--- config.mk ---
export PLATFORM = sky130hd
export DESIGN_NAME = sram_arbiter_flat
export DESIGN_NICKNAME = d
export VERILOG_FILES = /design/src/rtl/sram_arbiter_if.sv /design/src/rtl/sram_arbiter.sv /design/src/flat_wrapper.sv
export SDC_FILE = /design/constraint.sdc
export NUM_CORES = 1
export LEC_CHECK = 0
export CAP_MARGIN = 40
export CORE_AREA = 2 2 136 138
export CTS_BUF_LIST = sky130_fd_sc_hd__clkbuf_4 sky130_fd_sc_hd__clkbuf_8
export DETAILED_ROUTE_END_ITERATION = 10
export DIE_AREA = 0 0 138 140
export HOLD_SLACK_MARGIN = 0.15
export PLACE_DENSITY = 0.7
export SLEW_MARGIN = 20
export SYNTH_ARGS = -nofsm -noshare
export SYNTH_HDL_FRONTEND = slang
export SYNTH_SLANG_ARGS = --single-unit
--- constraint.sdc ---
create_clock -name clk -period 3.3 [get_ports clk]
set_input_delay 0.825 -clock clk [delete_from_list [all_inputs] [get_ports clk]]
set_output_delay 0.825 -clock clk [all_outputs]
set_load 0.01 [all_outputs]
--- src/rtl/sram_arbiter_if.sv ---
`default_nettype none
// +--------------------------------------------------------------------------+
// | Module  : sram_arbiter_if                                                |
// | Brief   : Fabric ports A/B and sram_interface bus seen by sram_arbiter.  |
// | Revision: 1.0  initial release                                           |
// +--------------------------------------------------------------------------+
interface sram_arbiter_if;
  logic        a_req, b_req;
  logic        a_we, b_we;
  logic [13:0] a_addr, b_addr;
  logic [2:0]  a_conf, b_conf;
  logic [31:0] a_wdata, b_wdata;
  logic        a_gnt, b_gnt;
  logic        a_rvalid, b_rvalid;
  logic [31:0] a_rdata, b_rdata;

  logic        sif_csb;
  logic        sif_web;
  logic [13:0] sif_addr;
  logic [2:0]  sif_conf;
  logic [31:0] sif_din;
  logic        sif_out_reg;
  logic [31:0] sif_dout;

  // Arbiter side
  modport slave (
    input  a_req, b_req, a_we, b_we, a_addr, b_addr, a_conf, b_conf,
           a_wdata, b_wdata, sif_dout,
    output a_gnt, b_gnt, a_rvalid, b_rvalid, a_rdata, b_rdata,
           sif_csb, sif_web, sif_addr, sif_conf, sif_din, sif_out_reg
  );

  // Requesters and SRAM side
  modport master (
    output a_req, b_req, a_we, b_we, a_addr, b_addr, a_conf, b_conf,
           a_wdata, b_wdata, sif_dout,
    input  a_gnt, b_gnt, a_rvalid, b_rvalid, a_rdata, b_rdata,
           sif_csb, sif_web, sif_addr, sif_conf, sif_din, sif_out_reg
  );
endinterface
`default_nettype wire

--- src/rtl/sram_arbiter.sv ---
`default_nettype none
// +--------------------------------------------------------------------------+
// | Module  : sram_arbiter                                                   |
// | Brief   : Round-robin A/B arbiter sequencing requests into               |
// |           sram_interface; reads block issue until their data returns.    |
// |           Optional macro SRAM_ARB_OUTREG_EN enables the SRAM output reg.  |
// | Revision: 1.0  initial release                                           |
// +--------------------------------------------------------------------------+
module sram_arbiter #(
  parameter int RD_LAT = 2
) (
  input  logic          clk,
  input  logic          rst,
  sram_arbiter_if.slave bus
);

`ifdef SRAM_ARB_OUTREG_EN
  localparam int   c_LAT    = RD_LAT + 2;
  localparam logic c_OUTREG = 1'b1;
`else
  localparam int   c_LAT    = RD_LAT + 1;
  localparam logic c_OUTREG = 1'b0;
`endif
  localparam int c_CW = $clog2(c_LAT + 1);

  typedef enum logic [0:0] {
    S_IDLE    = 1'b0,
    S_RD_WAIT = 1'b1
  } state_t;

  state_t          r_state;
  logic [c_CW-1:0] r_cnt;
  logic            r_prio;   // 0 = A preferred, 1 = B preferred
  logic            r_tag;    // port owning the outstanding read
  logic            r_csb;
  logic            r_web;
  logic [13:0]     r_addr;
  logic [2:0]      r_conf;
  logic [31:0]     r_din;
  logic            r_a_rvalid;
  logic            r_b_rvalid;
  logic [31:0]     r_a_rdata;
  logic [31:0]     r_b_rdata;

  logic            w_idle;
  logic            w_gnt_a;
  logic            w_gnt_b;
  logic            w_we;
  logic [13:0]     w_addr;
  logic [2:0]      w_conf;
  logic [31:0]     w_wdata;

  assign w_idle  = (r_state == S_IDLE) && !rst;
  assign w_gnt_a = w_idle && bus.a_req && (!bus.b_req || !r_prio);
  assign w_gnt_b = w_idle && bus.b_req && (!bus.a_req ||  r_prio);

  assign w_we    = w_gnt_b ? bus.b_we    : bus.a_we;
  assign w_addr  = w_gnt_b ? bus.b_addr  : bus.a_addr;
  assign w_conf  = w_gnt_b ? bus.b_conf  : bus.a_conf;
  assign w_wdata = w_gnt_b ? bus.b_wdata : bus.a_wdata;

  always_ff @(posedge clk) begin
    if (rst) begin
      r_state    <= S_IDLE;
      r_cnt      <= '0;
      r_prio     <= 1'b0;
      r_tag      <= 1'b0;
      r_csb      <= 1'b1;
      r_web      <= 1'b1;
      r_addr     <= '0;
      r_conf     <= '0;
      r_din      <= '0;
      r_a_rvalid <= 1'b0;
      r_b_rvalid <= 1'b0;
      r_a_rdata  <= '0;
      r_b_rdata  <= '0;
    end else begin
      r_csb      <= 1'b1;
      r_web      <= 1'b1;
      r_a_rvalid <= 1'b0;
      r_b_rvalid <= 1'b0;
      case (r_state)
        S_IDLE: begin
          if (w_gnt_a || w_gnt_b) begin
            r_csb  <= 1'b0;
            r_web  <= ~w_we;
            r_addr <= w_addr;
            r_conf <= w_conf;
            r_din  <= w_wdata;
            r_prio <= ~r_prio;
            if (!w_we) begin
              r_state <= S_RD_WAIT;
              r_cnt   <= c_CW'(c_LAT);
              r_tag   <= w_gnt_b;
            end
          end
        end
        S_RD_WAIT: begin
          r_cnt <= r_cnt - c_CW'(1);
          // Last wait cycle: sif_dout is valid now, rvalid follows next cycle
          if (r_cnt == c_CW'(1)) begin
            if (r_tag) begin
              r_b_rdata  <= bus.sif_dout;
              r_b_rvalid <= 1'b1;
            end else begin
              r_a_rdata  <= bus.sif_dout;
              r_a_rvalid <= 1'b1;
            end
            r_state <= S_IDLE;
          end
        end
        default: r_state <= S_IDLE;
      endcase
    end
  end

  assign bus.a_gnt       = w_gnt_a;
  assign bus.b_gnt       = w_gnt_b;
  assign bus.a_rvalid    = r_a_rvalid;
  assign bus.b_rvalid    = r_b_rvalid;
  assign bus.a_rdata     = r_a_rdata;
  assign bus.b_rdata     = r_b_rdata;
  assign bus.sif_csb     = r_csb;
  assign bus.sif_web     = r_web;
  assign bus.sif_addr    = r_addr;
  assign bus.sif_conf    = r_conf;
  assign bus.sif_din     = r_din;
  assign bus.sif_out_reg = c_OUTREG;

endmodule
`default_nettype wire

--- src/flat_wrapper.sv ---
// flat-port wrapper written by rule: the top's interface ports become plain ports
module sram_arbiter_flat 
#(
  parameter int RD_LAT = 2
)
  (clk, rst, bus_a_req, bus_b_req, bus_a_we, bus_b_we, bus_a_addr, bus_b_addr, bus_a_conf, bus_b_conf, bus_a_wdata, bus_b_wdata, bus_sif_dout, bus_a_gnt, bus_b_gnt, bus_a_rvalid, bus_b_rvalid, bus_a_rdata, bus_b_rdata, bus_sif_csb, bus_sif_web, bus_sif_addr, bus_sif_conf, bus_sif_din, bus_sif_out_reg);
  sram_arbiter_if bus_i ();
  input  logic clk;
  input  logic rst;
  input wire logic [$bits(bus_i.a_req)-1:0] bus_a_req;
  input wire logic [$bits(bus_i.b_req)-1:0] bus_b_req;
  input wire logic [$bits(bus_i.a_we)-1:0] bus_a_we;
  input wire logic [$bits(bus_i.b_we)-1:0] bus_b_we;
  input wire logic [$bits(bus_i.a_addr)-1:0] bus_a_addr;
  input wire logic [$bits(bus_i.b_addr)-1:0] bus_b_addr;
  input wire logic [$bits(bus_i.a_conf)-1:0] bus_a_conf;
  input wire logic [$bits(bus_i.b_conf)-1:0] bus_b_conf;
  input wire logic [$bits(bus_i.a_wdata)-1:0] bus_a_wdata;
  input wire logic [$bits(bus_i.b_wdata)-1:0] bus_b_wdata;
  input wire logic [$bits(bus_i.sif_dout)-1:0] bus_sif_dout;
  output wire logic [$bits(bus_i.a_gnt)-1:0] bus_a_gnt;
  output wire logic [$bits(bus_i.b_gnt)-1:0] bus_b_gnt;
  output wire logic [$bits(bus_i.a_rvalid)-1:0] bus_a_rvalid;
  output wire logic [$bits(bus_i.b_rvalid)-1:0] bus_b_rvalid;
  output wire logic [$bits(bus_i.a_rdata)-1:0] bus_a_rdata;
  output wire logic [$bits(bus_i.b_rdata)-1:0] bus_b_rdata;
  output wire logic [$bits(bus_i.sif_csb)-1:0] bus_sif_csb;
  output wire logic [$bits(bus_i.sif_web)-1:0] bus_sif_web;
  output wire logic [$bits(bus_i.sif_addr)-1:0] bus_sif_addr;
  output wire logic [$bits(bus_i.sif_conf)-1:0] bus_sif_conf;
  output wire logic [$bits(bus_i.sif_din)-1:0] bus_sif_din;
  output wire logic [$bits(bus_i.sif_out_reg)-1:0] bus_sif_out_reg;
  assign bus_i.a_req = bus_a_req;
  assign bus_i.b_req = bus_b_req;
  assign bus_i.a_we = bus_a_we;
  assign bus_i.b_we = bus_b_we;
  assign bus_i.a_addr = bus_a_addr;
  assign bus_i.b_addr = bus_b_addr;
  assign bus_i.a_conf = bus_a_conf;
  assign bus_i.b_conf = bus_b_conf;
  assign bus_i.a_wdata = bus_a_wdata;
  assign bus_i.b_wdata = bus_b_wdata;
  assign bus_i.sif_dout = bus_sif_dout;
  assign bus_a_gnt = bus_i.a_gnt;
  assign bus_b_gnt = bus_i.b_gnt;
  assign bus_a_rvalid = bus_i.a_rvalid;
  assign bus_b_rvalid = bus_i.b_rvalid;
  assign bus_a_rdata = bus_i.a_rdata;
  assign bus_b_rdata = bus_i.b_rdata;
  assign bus_sif_csb = bus_i.sif_csb;
  assign bus_sif_web = bus_i.sif_web;
  assign bus_sif_addr = bus_i.sif_addr;
  assign bus_sif_conf = bus_i.sif_conf;
  assign bus_sif_din = bus_i.sif_din;
  assign bus_sif_out_reg = bus_i.sif_out_reg;
  sram_arbiter #(.RD_LAT(RD_LAT)) u_core (.clk(clk), .rst(rst), .bus(bus_i));
endmodule
Word-level counts from Yosys, hierarchy flattened
Index checks and enable logic that the tools add are counted. W data, S select, Z words.

Register bits after elaboration: 122. Input bits: 136. Output and inout bits: 120. Word-level logic and storage cells: 57.

Add/sub/neg operators: 1. Eq/ne operators: 3. Mux-type cells: 14. Bitwise gates (word level): 6. Reduce and logical (&&, ||, !) cells: 20.

Operators with widths (count): $mux W32 (1); $mux W14 (1); $reduce_and A3 Y1 (3); $mux W1 (7); $not A1 Y1 (6); $reduce_or A3 Y1 (2); $logic_and A1 B1 Y1 (5); $logic_not A1 Y1 (4); $mux W2 (2); $ne A2 B2 Y1 const B (2); $pmux W2 S2 (1); $reduce_and A2 Y1 (2); $logic_or A1 B1 Y1 (3); $mux W3 (1); $eq A2 B1 Y1 const B (1); $pmux W1 S2 (1); $reduce_or A2 Y1 (1); $sub A2 B1 Y2 const B (1).

Depth between registers and ports, before layout
Depth after elaboration: 8. Gate-level depth with buffers: 7.

Worst setup path after synthesis
OpenSTA, ideal clock, no wires.

Path type: input -> output. Start: input rst. End: output bus_a_gnt. Arrival: 1527 ps. Data required time: 2475 ps. Setup slack: 948 ps. Cell stages on the path: 4. Cells stage by stage: or2_1 > buf_6 > buf_2 > nor2_1.

Cells in the longest elaborated chain, start to end: 4.

RTL lines: from (decl) (line flat_wrapper.sv:9) `input logic rst;`; $logic_not A1 Y1 (line sram_arbiter.sv:53) `assign w_idle = (r_state == S_IDLE) && !rst;`; $logic_and A1 B1 Y1 (line sram_arbiter.sv:53); $logic_and A1 B1 Y1 (2 in a row) (line sram_arbiter.sv:54) `assign w_gnt_a = w_idle && bus.a_req && (!bus.b_req || !r_prio);`; to (decl) (line flat_wrapper.sv:21) `output wire logic [$bits(bus_i.a_gnt)-1:0] bus_a_gnt;`.

Every way passes these cells.

Worst setup path after layout
Start: input bus_a_req. End: output bus_a_gnt.

Cells in the longest elaborated chain, start to end: 2.

RTL lines: from (decl) (line flat_wrapper.sv:10) `input wire logic [$bits(bus_i.a_req)-1:0] bus_a_req;`; $logic_and A1 B1 Y1 (2 in a row) (line sram_arbiter.sv:54).

Every way passes these cells.

==> flow_summary.yaml <==
outcome:
  status: "complete, no violations"
cts:
  htreeDepth: 4
  ctsResizeCount: 0
  clock_latency_ns: 0.43
  cts_tree: "done"
  clock-sinks: 122
  cts_hold_buf: 0
  post_cts_buffers: 0
  cts_buffers: 17
  cts_root_buffer: "clkbuf_8"
  clk_pin_slew_ns: 0.07
  clock_path_buffers: 2
layout:
  multi_input_area_sq_um: 2396
  syn2layout_area_growth_pct: 58.44
  final_area_sq_um: 8290
  drive_gt1_share_pct: 7.576
  fin_util_pct: 46.63
  nFillCells: 1770
  area.sequential_sq_um: 2442
  diodes: 0
  final_nets: 982
worst_setup_path:
  crit_type: "in -> out"
  slowest_stage: "clkdlybuf4s50_1"
  endpoint_kind: "output port"
  r2r_start: "u_core.r_state"
  startpoint: "bus_a_req"
  startpoint_type: "input pin"
  crit_required_ns: 2.47
  cp_common_cell: "clkdlybuf4s50_1"
  cpPeakStageDelay_ns: 0.56
  path_cells: "clkdlybuf4s50_1, a21bo_2, nor2_1, clkdlybuf4s50_1"
  critPathArrivalTime_ns: 2.28
  cp_max_fo: 5
timing:
  rsz0062_at_grt: "false"
  setup_ws_ns: 0.1982
  slew_viol_final: 0
  fin_crit_sh_pct: 94.00
  max_freq_ghz: 0.3224
  slew_headroom_pct: 60.07
  finalSetupViolCount: 0
  worst_pin_slew_ns: 0.5981
  whs_ns: 0.4540
  min_period_ns: 3.102
  fin_tns_setup_ns: 0
  finClkSkew_ns: 0.008373
  hold_viol: 0
synth:
  synth_cell_type_count: 34
  synthAdderAreaFrac_pct: 0.2391
  syn_nets: 767
  yosysWarnings: 0
  synth_xor_xnor_area_share_pct: 0
  synth_edf_count: 0
  syn_area_sq_um: 5233
  synth_cells: 630
  synth_top_area_share_pct: 46.68
  postSynthAreaPerCell_sq_um: 8.306
  synth_top_family_by_area: "compound AO/OA/AOI/OAI gates"
  async_reset_ff_share_pct: 0
  synth_compound_area_share_pct: 27.93
  yosysSeqAreaShare_pct: 46.68
  synth_top_flop_cell: "dfxtp_1"
  synthMuxAreaShare_pct: 0
  yosysTopAreaCell: "dfxtp_1"
  synth.area.top_cells: "dfxtp_1, a21oi_1, nand2_1, a311oi_1, o31ai_1"
  synthSimpleGateAreaFrac_pct: 17.22
  yosys_register_bits: 122
global_routing:
  groute.usage.overall_pct: 18.86
  antenna_found_initial: 0
  grt_overflow: 0
  grt_max_degree: 58
  grt_pass1_wl_mm: 29.50
  grt_pass1_vias: 5480
placed_design:
  port_buffers: 254
  dpl.hpwl_mm: 12.35
  post_dp_cell_area_sq_um: 7874
  gp_congestion: 0.8263
  post-place-ws_ns: 0.2012
power:
  clkPwrFrac_pct: 37.7
  power.leakage_nw: 2.733
  switching_share_pct: 27.26
  p_per_area_nw_per_um2: 451.2
  share_comb_of_total_power_pct: 19.6
  peakVddDrop_mv: 0.2731
  internal_power_w: 0.002721
  power_frac_seq_pct: 42.7
  net-switching-power_w: 0.001020
drt:
  ant_nets: 0
  drt_first_pass_iters: 4
  met1_length_mm: 7.821
  wl_met2_mm: 8.678
  met3_length_mm: 1.750
  avgViaCountPerCell: 5.292
  drcViolationCount: 0
  dr_total_vias: 5752
  drt-initial-drc-count: 292
  finalWirelength_mm: 18.61
  routedWlPerCell_um: 17.12
  top_layer: "met4"
die:
  core-area_sq_um: 17780
  dieWidth_um: 138
  die_y_um: 140
  rows: 49
  fp.dieArea_sq_um: 19320
  initial_utilization_pct: 29.43
  io_pins: 256
min_path:
  worstHoldStart: "u_core.bus.a_rdata[2]"
  hp-class: "reg -> reg"
run:
  cap_violations: 0
==> cell usage in the layout (no fill, tap or decap), types with 2 or more instances in the layout <==
cell type          n
a21o_1             2
a21oi_1          116
a311oi_1          48
buf_12             3
buf_4             19
bufinv_16          3
clkbuf_8          19
clkdlybuf4s50_1  252
clkinv_2           5
clkinv_4           2
clkinvlp_4         2
dfxtp_1          122
inv_1              3
inv_2              2
nand2_1          131
nand4_1           50
nor2_1             6
nor2_4             2
o31ai_1           51
or2_2              2
==> through the flow <==
stage	cells	total power, W
CTS	1087	0.003786
global placement	1054	0.002359
floorplan	630	0.001966
global route	1087	0.003918
finish	1087	0.003740
detailed placement	1055	0.002367
==> area by class of cell <==
cell class	instances	share of cell area, %
clock buffer	20	3.245
clock inverter	12	1.781
inverter	5	0.2264
multi-input combinational	424	28.90
sequential	122	29.46
tap	229	3.456
timing repair buffer	275	32.93
==> synthesized netlist by cell type, types with 2 or more instances <==
cell type / n
nand2_1: 131
dfxtp_1: 122
a21oi_1: 116
o31ai_1: 51
nand4_1: 50
a311oi_1: 48
buf_2: 34
clkbuf_1: 32
buf_4: 8
nor2_1: 7
buf_6: 3
inv_1: 3
a21o_1: 2
inv_2: 2
or2_1: 2
==> path summary, 6_finish.rpt <==
check	slack, ns	endpoint	cells past startpoint
max	0.20	bus_a_gnt	4
min	0.45	u_core.bus.a_rdata[2]	2
max reg2reg	1.14	u_core.bus.sif_din[30]	5
min reg2reg	0.45	u_core.bus.a_rdata[2]	2
==> sequential cells by signal (all words and copies together) (netlist names), 2 cells and up <==
signal and flops:
u_core.bus.a_rdata 32, u_core.bus.b_rdata 32, u_core.bus.sif_din 32, u_core.bus.sif_addr 14
u_core.bus.sif_conf 3, u_core.r_cnt 2
==> power by group through the flow <==
stage,registers [W],logic (W),clock network [W]
2_1_floorplan,0.00166,0.000310,0
3_3_place_gp,0.00163,0.000730,0
3_5_place_dp,0.00163,0.000737,0
4_1_cts,0.00160,0.000739,0.00145
5_1_grt,0.00161,0.000793,0.00152
6_report,0.00160,0.000734,0.00141
==> cell families (layout without fill, tap and decap cells) <==
family                     count (synthesis)  after routing
buffers and inverters                     84            312
AOI/OAI and AO/OA                        224            224
adders and majority gates                  1              1
and+or+nand+nor                          198            198
DFF                                      122            122
other                                      1              1
==> layer usage <==
layer | GRT usage, % | vias up
met1 | 22.16 | 2739
met5 | 0 | -
li1 | - | 2751
met3 | 8.444 | 23
met2 | 31.03 | 239
met4 | 5.800 | 0
==> critical path: cells and delay by family <==
kind                   cells  cell delay, ns
AND/OR/NAND/NOR            1            0.09
buffers and inverters      2            1.10
AO/OA/AOI/OAI              1            0.27
Power figures use the tool's default switching activity.
